### src/rtl/dma_read_cmd_splitter_if.sv
// axis_mem_cmd: valid/ready memory command bundle (64-bit address,
// 32-bit byte length) shared by the read engine and the DMA core.
interface axis_mem_cmd;
    logic        valid;
    logic        ready;
    logic [63:0] address;
    logic [31:0] length;

    modport master (
        output valid,
        output address,
        output length,
        input  ready
    );

    modport slave (
        input  valid,
        input  address,
        input  length,
        output ready
    );
endinterface

### src/rtl/dma_read_cmd_splitter.sv
// dma_read_cmd_splitter: cuts host-DMA read commands into page-safe,
// size-capped sub-commands and throttles them by in-flight count.
module dma_read_cmd_splitter #(
    parameter int BOUNDARY        = 4096,
    parameter int MAX_CHUNK       = 4096,
    parameter int MAX_OUTSTANDING = 16
) (
    input  logic        clk,
    input  logic        rstn,
    axis_mem_cmd.slave  s_axis_cmd,
    axis_mem_cmd.master m_axis_cmd,
    input  logic        rd_data_valid,
    input  logic        rd_data_ready,
    input  logic        rd_data_last,
    output logic [7:0]  outstanding,
    output logic        busy,
    output logic        err_underflow,
    output logic [31:0] cmds_in,
    output logic [31:0] chunks_out,
    output logic [31:0] chunks_done
);
    localparam int OFS_W = $clog2(BOUNDARY);

    typedef enum logic [1:0] {
        IDLE,
        CALC,
        ISSUE
    } state_t;

    state_t      state;
    state_t      state_nxt;
    logic [63:0] cur_addr;
    logic [31:0] rem_len;
    logic [31:0] chunk;
    logic [32:0] page_room;
    logic [32:0] chunk_calc;
    logic        calc_unused;
    logic        s_ready;
    logic        m_valid;
    logic        s_fire;
    logic        m_fire;
    logic        done;
    logic        credit_ok;

    assign credit_ok = outstanding < 8'(MAX_OUTSTANDING);
    assign s_ready   = rstn && (state == IDLE);
    assign m_valid   = rstn && (state == ISSUE) && credit_ok;
    assign s_fire    = s_axis_cmd.valid && s_ready;
    assign m_fire    = m_valid && m_axis_cmd.ready;
    assign done      = rd_data_valid && rd_data_ready && rd_data_last;

    assign s_axis_cmd.ready   = s_ready;
    assign m_axis_cmd.valid   = m_valid;
    assign m_axis_cmd.address = cur_addr;
    assign m_axis_cmd.length  = chunk;

    assign busy = (state != IDLE) || (outstanding != 8'd0);

    // Next chunk: smallest of remaining length, size cap and room left in page.
    always_comb begin
        page_room  = 33'(BOUNDARY) - 33'(cur_addr[OFS_W-1:0]);
        chunk_calc = {1'b0, rem_len};
        if (chunk_calc > 33'(MAX_CHUNK)) chunk_calc = 33'(MAX_CHUNK);
        if (chunk_calc > page_room) chunk_calc = page_room;
    end

    // The result never exceeds MAX_CHUNK, so the top bit is always zero.
    assign calc_unused = chunk_calc[32];

    // State register.
    always_ff @(posedge clk) begin
        if (!rstn) state <= IDLE;
        else       state <= state_nxt;
    end

    // Next-state logic: accept, size one chunk, issue it, repeat.
    always_comb begin
        state_nxt = state;
        unique case (state)
            IDLE: begin
                if (s_fire && (s_axis_cmd.length != 32'd0)) state_nxt = CALC;
            end
            CALC: state_nxt = ISSUE;
            ISSUE: begin
                if (m_fire) state_nxt = (rem_len == chunk) ? IDLE : CALC;
            end
            default: state_nxt = IDLE;
        endcase
    end

    // Parent-command datapath and event counters.
    always_ff @(posedge clk) begin
        if (!rstn) begin
            cur_addr    <= '0;
            rem_len     <= '0;
            chunk       <= '0;
            cmds_in     <= '0;
            chunks_out  <= '0;
            chunks_done <= '0;
        end else begin
            if (s_fire) begin
                cur_addr <= s_axis_cmd.address;
                rem_len  <= s_axis_cmd.length;
                cmds_in  <= cmds_in + 32'd1;
            end
            if (state == CALC) chunk <= chunk_calc[31:0];
            if (m_fire) begin
                cur_addr   <= cur_addr + {32'd0, chunk};
                rem_len    <= rem_len - chunk;
                chunks_out <= chunks_out + 32'd1;
            end
            if (done) chunks_done <= chunks_done + 32'd1;
        end
    end

    // In-flight tracking; a retire with nothing in flight is flagged, not wrapped.
    always_ff @(posedge clk) begin
        if (!rstn) begin
            outstanding   <= '0;
            err_underflow <= 1'b0;
        end else if (m_fire && !done) begin
            outstanding <= outstanding + 8'd1;
        end else if (done && !m_fire) begin
            if (outstanding == 8'd0) err_underflow <= 1'b1;
            else                     outstanding   <= outstanding - 8'd1;
        end
    end
endmodule

### src/flat_wrapper.sv
// flat-port wrapper written by rule: the top's interface ports become plain ports
module dma_read_cmd_splitter_flat 
#(
    parameter int BOUNDARY        = 4096,
    parameter int MAX_CHUNK       = 4096,
    parameter int MAX_OUTSTANDING = 16
)
  (clk, rstn, rd_data_valid, rd_data_ready, rd_data_last, outstanding, busy, err_underflow, cmds_in, chunks_out, chunks_done, s_axis_cmd_valid, s_axis_cmd_address, s_axis_cmd_length, s_axis_cmd_ready, m_axis_cmd_valid, m_axis_cmd_address, m_axis_cmd_length, m_axis_cmd_ready);
  axis_mem_cmd s_axis_cmd_i ();
  axis_mem_cmd m_axis_cmd_i ();
  input  logic clk;
  input  logic rstn;
  input  logic rd_data_valid;
  input  logic rd_data_ready;
  input  logic rd_data_last;
  output logic [7:0] outstanding;
  output logic busy;
  output logic err_underflow;
  output logic [31:0] cmds_in;
  output logic [31:0] chunks_out;
  output logic [31:0] chunks_done;
  input wire logic [$bits(s_axis_cmd_i.valid)-1:0] s_axis_cmd_valid;
  input wire logic [$bits(s_axis_cmd_i.address)-1:0] s_axis_cmd_address;
  input wire logic [$bits(s_axis_cmd_i.length)-1:0] s_axis_cmd_length;
  output wire logic [$bits(s_axis_cmd_i.ready)-1:0] s_axis_cmd_ready;
  output wire logic [$bits(m_axis_cmd_i.valid)-1:0] m_axis_cmd_valid;
  output wire logic [$bits(m_axis_cmd_i.address)-1:0] m_axis_cmd_address;
  output wire logic [$bits(m_axis_cmd_i.length)-1:0] m_axis_cmd_length;
  input wire logic [$bits(m_axis_cmd_i.ready)-1:0] m_axis_cmd_ready;
  assign s_axis_cmd_i.valid = s_axis_cmd_valid;
  assign s_axis_cmd_i.address = s_axis_cmd_address;
  assign s_axis_cmd_i.length = s_axis_cmd_length;
  assign s_axis_cmd_ready = s_axis_cmd_i.ready;
  assign m_axis_cmd_valid = m_axis_cmd_i.valid;
  assign m_axis_cmd_address = m_axis_cmd_i.address;
  assign m_axis_cmd_length = m_axis_cmd_i.length;
  assign m_axis_cmd_i.ready = m_axis_cmd_ready;
  dma_read_cmd_splitter #(.BOUNDARY(BOUNDARY), .MAX_CHUNK(MAX_CHUNK), .MAX_OUTSTANDING(MAX_OUTSTANDING)) u_core (.clk(clk), .rstn(rstn), .s_axis_cmd(s_axis_cmd_i), .m_axis_cmd(m_axis_cmd_i), .rd_data_valid(rd_data_valid), .rd_data_ready(rd_data_ready), .rd_data_last(rd_data_last), .outstanding(outstanding), .busy(busy), .err_underflow(err_underflow), .cmds_in(cmds_in), .chunks_out(chunks_out), .chunks_done(chunks_done));
endmodule
### config.mk
export PLATFORM = sky130hd
export DESIGN_NAME = dma_read_cmd_splitter_flat
export DESIGN_NICKNAME = d
export VERILOG_FILES = /design/src/rtl/dma_read_cmd_splitter_if.sv /design/src/rtl/dma_read_cmd_splitter.sv /design/src/flat_wrapper.sv
export SDC_FILE = /design/constraint.sdc
export NUM_CORES = 1
export LEC_CHECK = 0
export ABC_AREA = 1
export CAP_MARGIN = 40
export CORE_ASPECT_RATIO = 0.5
export CORE_UTILIZATION = 30
export DETAILED_ROUTE_END_ITERATION = 16
export GPL_ROUTABILITY_DRIVEN = 0
export PLACE_DENSITY = 0.5
export SYNTH_ARGS = -nofsm -noshare
export SYNTH_HDL_FRONTEND = slang
export SYNTH_SLANG_ARGS = --single-unit
### constraint.sdc
create_clock -name clk -period 6.33 [get_ports clk]
set_input_delay 0.633 -clock clk [delete_from_list [all_inputs] [get_ports clk]]
set_output_delay 0.633 -clock clk [all_outputs]
set_load 0.02 [all_outputs]
Word-level counts from Yosys, hierarchy flattened
Cells that the tools add are included.
{"block": "word_totals", "ff_bits": 235, "output_inout_bits": 204, "elab_cells": 63}
{"block": "classes", "n_addsub": 8, "order_cmp": 3, "eq_ne": 6, "muxes": 13, "bitwise": 1, "n_reduce_logical": 23}
{"op": "$mux W32", "count": 4}
{"op": "$mux W64", "count": 2}
{"op": "$add A32 B1 Y32 const B", "count": 3}
{"op": "$add A64 B32 Y64", "count": 1}
{"op": "$gt A32 B33 Y1", "count": 1}
{"op": "$eq A32 B32 Y1", "count": 1}
{"op": "$gt A32 B13 Y1 const B", "count": 1}
{"op": "$reduce_bool A32 Y1", "count": 1}
{"op": "$sub A32 B32 Y32", "count": 1}
{"op": "$mux W8", "count": 3}
{"op": "$sub A13 B12 Y14 const A", "count": 1}
{"op": "$logic_and A1 B1 Y1", "count": 10}
{"op": "$add A8 B1 Y8 const B", "count": 1}
{"op": "$logic_not A8 Y1", "count": 1}
{"op": "$lt A8 B5 Y1 const B", "count": 1}
{"op": "$reduce_bool A8 Y1", "count": 1}
{"op": "$sub A8 B1 Y8 const B", "count": 1}
{"op": "$pmux W2 S3", "count": 1}
{"op": "$reduce_bool A2 Y1", "count": 3}
{"op": "$mux W2", "count": 2}
{"op": "$ne A2 B1 Y1 const B", "count": 2}
{"op": "$reduce_and A2 Y1", "count": 2}
{"op": "$reduce_and A3 Y1", "count": 1}
{"op": "$eq A2 B1 Y1 const B", "count": 1}
{"op": "7 further kinds", "count": 8}

Longest topological paths before layout
Gate-level depths: netlist of the first run.
{"block": "depth", "depth_word": 8, "mapped_depth": 19}

Least setup slack after synthesis of the first run
Ideal clock, no wire load.
{"block": "synth_path", "path_kind": "in2reg", "start": "input rstn", "end": "register u_core.outstanding[7]", "setup_ps": 130, "arrival_time_ps": 3060, "t_required_ps": 6200, "setup_slack_ps": 3139, "cell_stages": 17, "n_path_buf": 2, "cell_sequence": "nand3_2 -> nor2_4 -> nand2_4 -> clkinv_2 -> buf_2 -> clkbuf_1 -> ha_1 -> inv_1 -> ha_1 -> a21oi_1 -> nand2_1 -> nand4_1 -> o211ai_1 -> o21ai_0 -> a21oi_1 -> o21ai_0 -> a21oi_1"}
{"block": "synth_between", "elab_chain_len": 7}
{"item": "start, declared", "line_no": "flat_wrapper.sv:12", "rtl": "input logic rstn;"}
{"item": "$logic_and A1 B1 Y1 (*) (2 in a row)", "line_no": "dma_read_cmd_splitter.sv:47", "rtl": "assign m_valid = rstn && (state == ISSUE) && credit_ok;"}
{"item": "net m_axis_cmd_valid", "line_no": "flat_wrapper.sv:26", "rtl": "output wire logic [$bits(m_axis_cmd_i.valid)-1:0] m_axis_cmd_valid;"}
{"item": "$logic_and A1 B1 Y1 (*)", "line_no": "dma_read_cmd_splitter.sv:49", "rtl": "assign m_fire = m_valid && m_axis_cmd.ready;"}
{"item": "net u_core.m_fire", "line_no": "dma_read_cmd_splitter.sv:41", "rtl": "logic m_fire;"}
{"item": "$logic_not A1 Y1", "line_no": "dma_read_cmd_splitter.sv:123", "rtl": "end else if (done && !m_fire) begin"}
{"item": "$logic_and A1 B1 Y1", "line_no": "dma_read_cmd_splitter.sv:123"}
{"item": "$reduce_bool A2 Y1 (no source line)"}
{"item": "$reduce_and A2 Y1 (no source line)"}
{"item": "end signal, assigned", "line_no": "dma_read_cmd_splitter.sv:122", "rtl": "outstanding <= outstanding + 8'd1;"}
{"item": "end signal, assigned", "line_no": "dma_read_cmd_splitter.sv:125", "rtl": "else outstanding <= outstanding - 8'd1;"}
{"item": "end, declared", "line_no": "dma_read_cmd_splitter.sv:15", "rtl": "output logic [7:0] outstanding,"}
Mark *: on every way through the listed nets, which the timed path passes. The rest lies on a longest branch.
A chain may end at the register's enable or synchronous reset.

Final worst setup path of the first run
{"block": "layout_path", "start": "register u_core.rem_len[24]", "end": "register u_core.chunk[3] (netlist: u_core.m_axis_cmd.length[3])"}
{"block": "layout_between", "elab_chain_len": 4}
{"item": "start, declared", "line_no": "dma_read_cmd_splitter.sv:33", "rtl": "logic [31:0] rem_len;"}
{"item": "start signal, assigned", "line_no": "dma_read_cmd_splitter.sv:103", "rtl": "rem_len <= s_axis_cmd.length;"}
{"item": "start signal, assigned", "line_no": "dma_read_cmd_splitter.sv:109", "rtl": "rem_len <= rem_len - chunk;"}
{"item": "$gt A32 B13 Y1", "line_no": "dma_read_cmd_splitter.sv:63", "rtl": "if (chunk_calc > 33'(MAX_CHUNK)) chunk_calc = 33'(MAX_CHUNK);"}
{"item": "$mux W32 (*)", "line_no": "dma_read_cmd_splitter.sv:63"}
{"item": "$gt A32 B33 Y1", "line_no": "dma_read_cmd_splitter.sv:64", "rtl": "if (chunk_calc > page_room) chunk_calc = page_room;"}
{"item": "$mux W32 (*)", "line_no": "dma_read_cmd_splitter.sv:64"}
{"item": "end signal, assigned", "line_no": "dma_read_cmd_splitter.sv:106", "rtl": "if (state == CALC) chunk <= chunk_calc[31:0];"}
{"item": "end, declared", "line_no": "dma_read_cmd_splitter.sv:34", "rtl": "logic [31:0] chunk;"}
Mark *: on every way between the ends. The rest lies on a longest branch, timed or not.

==> results of run 1 <==
==> cell type report <==
class | count | area (sq um)
well taps | 768 | 961
fillers | 6378 | 35200
flip-flops and latches | 235 | 4700
repair buffers | 319 | 3170
inverters | 416 | 1570
clock inverters | 16 | 238
clock buffers | 34 | 742
multi-input cells | 2211 | 11000
==> metal layers <==
| metal | GRT usage, % | vias to the layer above | wire length [microns] |
|---|---|---|---|
| met2 | 38.6 | 403 | 32500 |
| met1 | 28.9 | 8905 | 30500 |
| li1 | - | 10002 | - |
| met5 | 0 | - | 0 |
| met3 | 3.18 | 83 | 3010 |
| met4 | 4.90 | 0 | 1550 |
==> cells in the final DEF, fill, tap and decap left out, types with 4 or more instances in the layout <==
cell type        instances
nand2_1                883
inv_1                  412
nor2_1                 335
clkdlybuf4s50_1        305
dfxtp_1                235
a21oi_1                232
nand3_1                198
o21ai_0                123
ha_1                    88
nor3_1                  86
xor2_1                  63
nand4_1                 45
nor4_1                  28
clkbuf_16               27
xnor2_1                 16
o21a_1                  13
buf_4                   11
o21bai_1                10
or2_2                    8
nor3_2                   8
nand3_2                  6
o211ai_1                 6
a31oi_1                  6
nor2_4                   5
nor3b_1                  5
clkinv_2                 5
bufinv_16                5
o21ai_1                  4
clkbuf_8                 4
==> power by group <==
group / total, W / internal (W) / switching, W
sequential: 0.00167 / 0.00156 / 0.000115
combinational: 0.00164 / 0.000599 / 0.00104
clock: 0.00178 / 0.00104 / 0.000741
total: 0.00509 / 0.00320 / 0.00189
==> worst max-delay path: cells and delay by family, from the launching register on <==
family	cells	cell delay, ns
simple gates	10	1.96
fa+ha+maj	1	0.24
compound gates	4	0.46
buf+inv	3	0.76
flops	1	0.33
==> cells by family after synthesis <==
| group | count (synthesis) | share of synthesized area, % |
|---|---|---|
| buffers and inverters | 492 | 10.7 |
| AOI/OAI and AO/OA | 411 | 12.5 |
| adders and majority gates | 91 | 6.62 |
| DFF | 235 | 26.8 |
| xor gates and xnor gates | 79 | 3.94 |
| and+or+nand+nor | 1630 | 39.5 |
==> through the flow <==
step | total power, W | cells | utilization [%] | setup slack, ns | hold WS [ns]
after floorplan | 0.00275 | 2938 | - | 3.14 | 0.456
after global placement | 0.00332 | 3946 | 37.1 | 2.24 | 0.446
after detailed placement | 0.00332 | 3949 | 37.1 | 2.39 | 0.450
after CTS | 0.00513 | 3999 | 38.8 | 2.51 | 0.391
after global routing | 0.00540 | 3999 | 38.8 | 2.09 | 0.426
final | 0.00509 | 3999 | 38.8 | 2.52 | 0.417
==> flip-flops by register name (all words and copies together) (netlist names) <==
name	count
u_core.err_underflow	1
u_core.chunks_out	32
u_core.cmds_in	32
u_core.outstanding	8
u_core.chunks_done	32
u_core.rem_len	32
u_core.m_axis_cmd.length	32
u_core.m_axis_cmd.address	64
u_core.state	2
==> worst min-delay path by stage <==
stage                                      startpoint                                 to  slack [ns]  cells past startpoint
floorplan             u_core.rem_len[29]$_SDFFE_PN0P_    u_core.rem_len[29]$_SDFFE_PN0P_        0.46                      2
global placement    u_core.err_underflow$_SDFFE_PN0P_  u_core.err_underflow$_SDFFE_PN0P_        0.45                      2
detailed placement  u_core.err_underflow$_SDFFE_PN0P_  u_core.err_underflow$_SDFFE_PN0P_        0.45                      2
CTS                                              rstn       u_core.state[1]$_SDFFE_PN0P_        0.39                      3
global route                                     rstn       u_core.state[1]$_SDFFE_PN0P_        0.43                      3
finish                                           rstn       u_core.state[1]$_SDFFE_PN0P_        0.42                      3
==> impl_metrics.env, run 1 <==
export IMPL_status="finished clean"
export IMPL_peakVddDrop_uv=201
export IMPL_cp_required_ns=6.85
export IMPL_synth_area_leader_cell="dfxtp_1"
export IMPL_cts_sinks=235
export IMPL_cts_buffer_depth=3
export IMPL_path_class="flip-flop to flip-flop"
export IMPL_dieArea_sq_mm=0.0595
export IMPL_drtPass1Iterations=6
export IMPL_yosysWarnings=0
export IMPL_pin_count=307
export IMPL_relSlewSlack_pct=39.2
export IMPL_initial_core_util_pct=30.5
export IMPL_yosysMostFrequentCell="nand2_1"
export IMPL_finalClockSkew_ns=0.0196
export IMPL_grt_max_degree=97
export IMPL_setup_viol=0
export IMPL_path_max_fanout=14
export IMPL_period_minus_slack_ns=3.81
export IMPL_yosys_area_top_type_share_pct=26.8
export IMPL_startpoint_type="flip-flop"
export IMPL_cts_tree="done"
export IMPL_clock_latency_ns=0.60
export IMPL_overflow=0
export IMPL_cts_buffers=27
export IMPL_avgSynthCellArea_sq_um=5.97
export IMPL_fin_crit_sh_pct=60.2
export IMPL_postRouteAntennaNets=0
export IMPL_r2r_cells=18
export IMPL_worst_path_most_repeated_cell="nand2_1"
export IMPL_dp_hpwl_microns=52600
export IMPL_synth_nets=3132
export IMPL_htreeDepth=1
export IMPL_synth_edf_count=0
export IMPL_synth_cell_type_count=51
export IMPL_p_leak_nw=9.52
export IMPL_num_antenna_cells=0
export IMPL_reg2reg_slack_ns=2.52
export IMPL_tightestPinTransition_ns=0.912
export IMPL_crit_reg2reg_launch="u_core.rem_len[24]$_SDFFE_PN0P_"
export IMPL_postCtsResizedCells=0
export IMPL_yosysSeqAreaShare_pct=26.8
export IMPL_vias=19393
export IMPL_ctsHoldBuffers=0
export IMPL_clkTransAtPathRegs_ns=0.07
export IMPL_worstPathCellList="nor4_1 -> nand2_1 -> nor4_2 -> buf_2 -> nand3_1 -> inv_1 -> ha_1 -> a21oi_1 -> o21ai_0 -> nand2_1 -> nand2_1 -> nand2_1 -> o211ai_1 -> nand2_1 -> inv_1 -> nand2_1 -> nand3_1 -> a21oi_1"
export IMPL_synth_area_top_cells="dfxtp_1 27%, nand2_1 19%, inv_1 8.8%"
export IMPL_finalInstanceArea_sq_mm=0.0224
export IMPL_io_buffers=306
export IMPL_place_area_sq_mm=0.0214
export IMPL_wl_per_cell_microns=16.9
export IMPL_grt_pass1_vias=18422
export IMPL_grt_util_all_layers_pct=22.2
export IMPL_area_growth_pct=27.5
export IMPL_finalHoldViolCount=0
export IMPL_post_cts_buffers=0
export IMPL_yosys_top_cells_count="883 x nand2_1, 412 x inv_1, 336 x nor2_1, 235 x dfxtp_1, 232 x a21oi_1"
export IMPL_die_w_microns=344
export IMPL_critPathCaptureType="flip-flop"
export IMPL_synth_seq_cells=235
export IMPL_pwr_density_cell_mw_per_mm2=228
export IMPL_drive_above_1_share_pct=3.25
export IMPL_hold_path_class="input pin to flip-flop"
export IMPL_grt_pass1_wl_microns=105000
export IMPL_finalNetCount=3404
export IMPL_drt_iter0_drc=1177
export IMPL_worstSetupEndpoint="u_core.m_axis_cmd.length[3]$_SDFFE_PN0N_"
export IMPL_yosys_most_used_dff="dfxtp_1"
export IMPL_crit_start="u_core.rem_len[24]$_SDFFE_PN0P_"
export IMPL_synthArstFlopShare_pct=0
export IMPL_fmaxAchievable_mhz=262
export IMPL_tns_ns=0
export IMPL_antenna_found_initial=0
export IMPL_drc=0
export IMPL_rsz0062_at_grt="no"
export IMPL_root_buffer="clkbuf_16"
export IMPL_slew_violations=0
export IMPL_mappedNetlistArea_sq_mm=0.0175
export IMPL_max_cap_viol_count=0
export IMPL_worst_path_max_delay_cell="nor4_2"
export IMPL_cp_arrival_ns=4.33
export IMPL_die_y_microns=173
export IMPL_num_rows=62
export IMPL_core_area_sq_mm=0.0576
export IMPL_r2r_end="u_core.m_axis_cmd.length[3]$_SDFFE_PN0N_"
export IMPL_wl_microns=67600
export IMPL_cpPeakStageDelay_ns=0.45
export IMPL_netlist_instances=2938
export IMPL_via_per_inst=4.85
No activity file was read; power rests on OpenSTA's default activity.
==> run 2, diff against run 1 <==
Settings changed: PLACE_DENSITY 0.5 to 0.52.
Clock period 6.33 ns to 3.1 ns, I/O delays scaled along.
==> impl_metrics.env, run 2 (synthesis results as in run 1) <==
export IMPL_finalNetCount=3426
export IMPL_path_max_fanout=13
export IMPL_setup_viol=0
export IMPL_cts_tree="done"
export IMPL_crit_reg2reg_launch="u_core.rem_len[23]$_SDFFE_PN0P_"
export IMPL_reg2reg_slack_ns=0.14
export IMPL_cts_buffer_depth=3
export IMPL_core_area_sq_mm=0.0576
export IMPL_largest_register_ffs=64
export IMPL_pwr_density_cell_mw_per_mm2=453
export IMPL_finalClockSkew_ns=0.0146
export IMPL_root_buffer="clkbuf_16"
export IMPL_tns_ns=0
export IMPL_r2r_end="u_core.m_axis_cmd.length[8]$_SDFFE_PN0N_"
export IMPL_worstPathCellList="nor4_4 -> nand2_2 -> nor4_4 -> buf_6 -> nand3_2 -> inv_1 -> ha_1 -> nand2_2 -> nor2_2 -> a211oi_2 -> o211ai_1 -> nand2_1 -> inv_2 -> buf_12 -> nand2_2 -> nand3_2 -> a21oi_2"
export IMPL_postRouteAntennaNets=0
export IMPL_cts_buffers=27
export IMPL_cts_sinks=235
export IMPL_critPathCaptureType="flip-flop"
export IMPL_drtPass1Iterations=7
export IMPL_finalHoldViolCount=0
export IMPL_dp_hpwl_microns=52100
export IMPL_num_rows=62
export IMPL_status="finished clean"
export IMPL_die_w_microns=344
export IMPL_r2r_cells=17
export IMPL_cpPeakStageDelay_ns=0.41
export IMPL_setup_ws_ns=0.142
export IMPL_layout_common_cells="879 x nand2_1, 408 x inv_1, 332 x nor2_1"
export IMPL_htreeDepth=1
export IMPL_dp_slack_ns=0.0458
export IMPL_grt_pass1_vias=18623
export IMPL_slew_violations=0
export IMPL_peakVddDrop_uv=403
export IMPL_worst_path_most_repeated_cell="nand2_2"
export IMPL_num_antenna_cells=0
export IMPL_hold_depth=3
export IMPL_cp_arrival_ns=3.47
export IMPL_vias=19526
export IMPL_p_leak_nw=9.63
export IMPL_hold_path_class="input pin to flip-flop"
export IMPL_dieArea_sq_mm=0.0595
export IMPL_max_cap_viol_count=0
export IMPL_io_buffers=306
export IMPL_area_growth_pct=29.2
export IMPL_path_class="flip-flop to flip-flop"
export IMPL_grt_max_degree=170
export IMPL_die_y_microns=173
export IMPL_wl_microns=67200
export IMPL_overflow=0
export IMPL_fin_crit_sh_pct=95.4
export IMPL_clock_latency_ns=0.59
export IMPL_antenna_found_initial=0
export IMPL_drive_above_1_share_pct=4.92
export IMPL_rsz0062_at_grt="yes"
export IMPL_ctsHoldBuffers=0
export IMPL_initial_core_util_pct=30.5
export IMPL_via_per_inst=4.86
export IMPL_worst_path_max_delay_cell="nor4_4"
export IMPL_timing_hold_ws_ns=0.0715
export IMPL_grt_pass1_wl_microns=104000
export IMPL_tightestPinTransition_ns=0.884
export IMPL_startpoint_type="flip-flop"
export IMPL_post_route_util_pct=39.4
export IMPL_wl_per_cell_microns=16.7
export IMPL_relSlewSlack_pct=41.0
export IMPL_pin_count=307
export IMPL_final_common_cell="nand2_1"
export IMPL_drc=0
export IMPL_clkTransAtPathRegs_ns=0.07
export IMPL_worstHoldStart="rstn"
export IMPL_fmaxAchievable_mhz=338
export IMPL_grt_util_all_layers_pct=22.0
export IMPL_cp_required_ns=3.61
export IMPL_period_minus_slack_ns=2.96
export IMPL_min_to="u_core.state[1]$_SDFFE_PN0P_"
export IMPL_drt_iter0_drc=1350
## run 2: through the flow
step / power [W] / cells / area (sq um)
global route: 0.0109 / 4020 / 22700
global placement: 0.00686 / 3967 / 21500
detailed placement: 0.00687 / 3967 / 21500
CTS: 0.0102 / 4016 / 22400
floorplan: 0.00561 / 2938 / 17500
finish: 0.0103 / 4020 / 22700
## run 2: final cells by class
cell class	count	area, sq um
clock buffer	38	777
clock inverter	11	101
fill	6192	34900
inverter	416	1570
multi-input combinational	2211	11200
sequential	235	4710
tap	768	961
timing repair buffer	341	3380
## run 2: routing by layer
metal  vias to the layer above  global-route usage (%)  wire length (microns)
met5                         -                       0                      0
met4                         0                    6.58                   2150
met3                        94                    3.12                   3270
met2                       442                    37.9                  32000
met1                      8955                    28.2                  29800
li1                      10035                       -                      -
## run 2: worst max path at each step
stage / start / end / depth (start not counted)
3_3_place_gp: u_core.rem_len[27]$_SDFFE_PN0P_ / u_core.m_axis_cmd.length[12]$_SDFFE_PN0N_ / 15
6_report: u_core.rem_len[23]$_SDFFE_PN0P_ / u_core.m_axis_cmd.length[8]$_SDFFE_PN0N_ / 17
5_1_grt: u_core.rem_len[23]$_SDFFE_PN0P_ / u_core.m_axis_cmd.length[9]$_SDFFE_PN0N_ / 19
4_1_cts: u_core.rem_len[27]$_SDFFE_PN0P_ / u_core.m_axis_cmd.length[12]$_SDFFE_PN0N_ / 15
3_5_place_dp: u_core.rem_len[27]$_SDFFE_PN0P_ / u_core.m_axis_cmd.length[12]$_SDFFE_PN0N_ / 15
2_1_floorplan: u_core.outstanding[4]$_SDFFE_PN0P_ / u_core.outstanding[7]$_SDFFE_PN0P_ / 18
## run 2: what timing repair did
| item | 4_1_cts | 5_1_grt |
|---|---|---|
| resized for setup | 0 | 48 |
| setup endpoints to repair | 0 | 24 |
| buffers inserted | 0 | 3 |
## run 2: report_power, final
part           switching [W]  internal (W)  total (W)
Sequential          0.000230       0.00318    0.00341
Clock                0.00146       0.00184    0.00329
Combinational        0.00219       0.00137    0.00356
Total                0.00388       0.00638     0.0103
## run 2: worst max-delay path, delay by kind of cell, from the launching register on
| kind | cells | cell delay [ns] |
|---|---|---|
| AO/OA/AOI/OAI | 3 | 0.48 |
| adder cells (fa/ha/maj) | 1 | 0.23 |
| buffers and inverters | 4 | 0.47 |
| flip-flops | 1 | 0.35 |
| AND/OR/NAND/NOR | 9 | 1.34 |
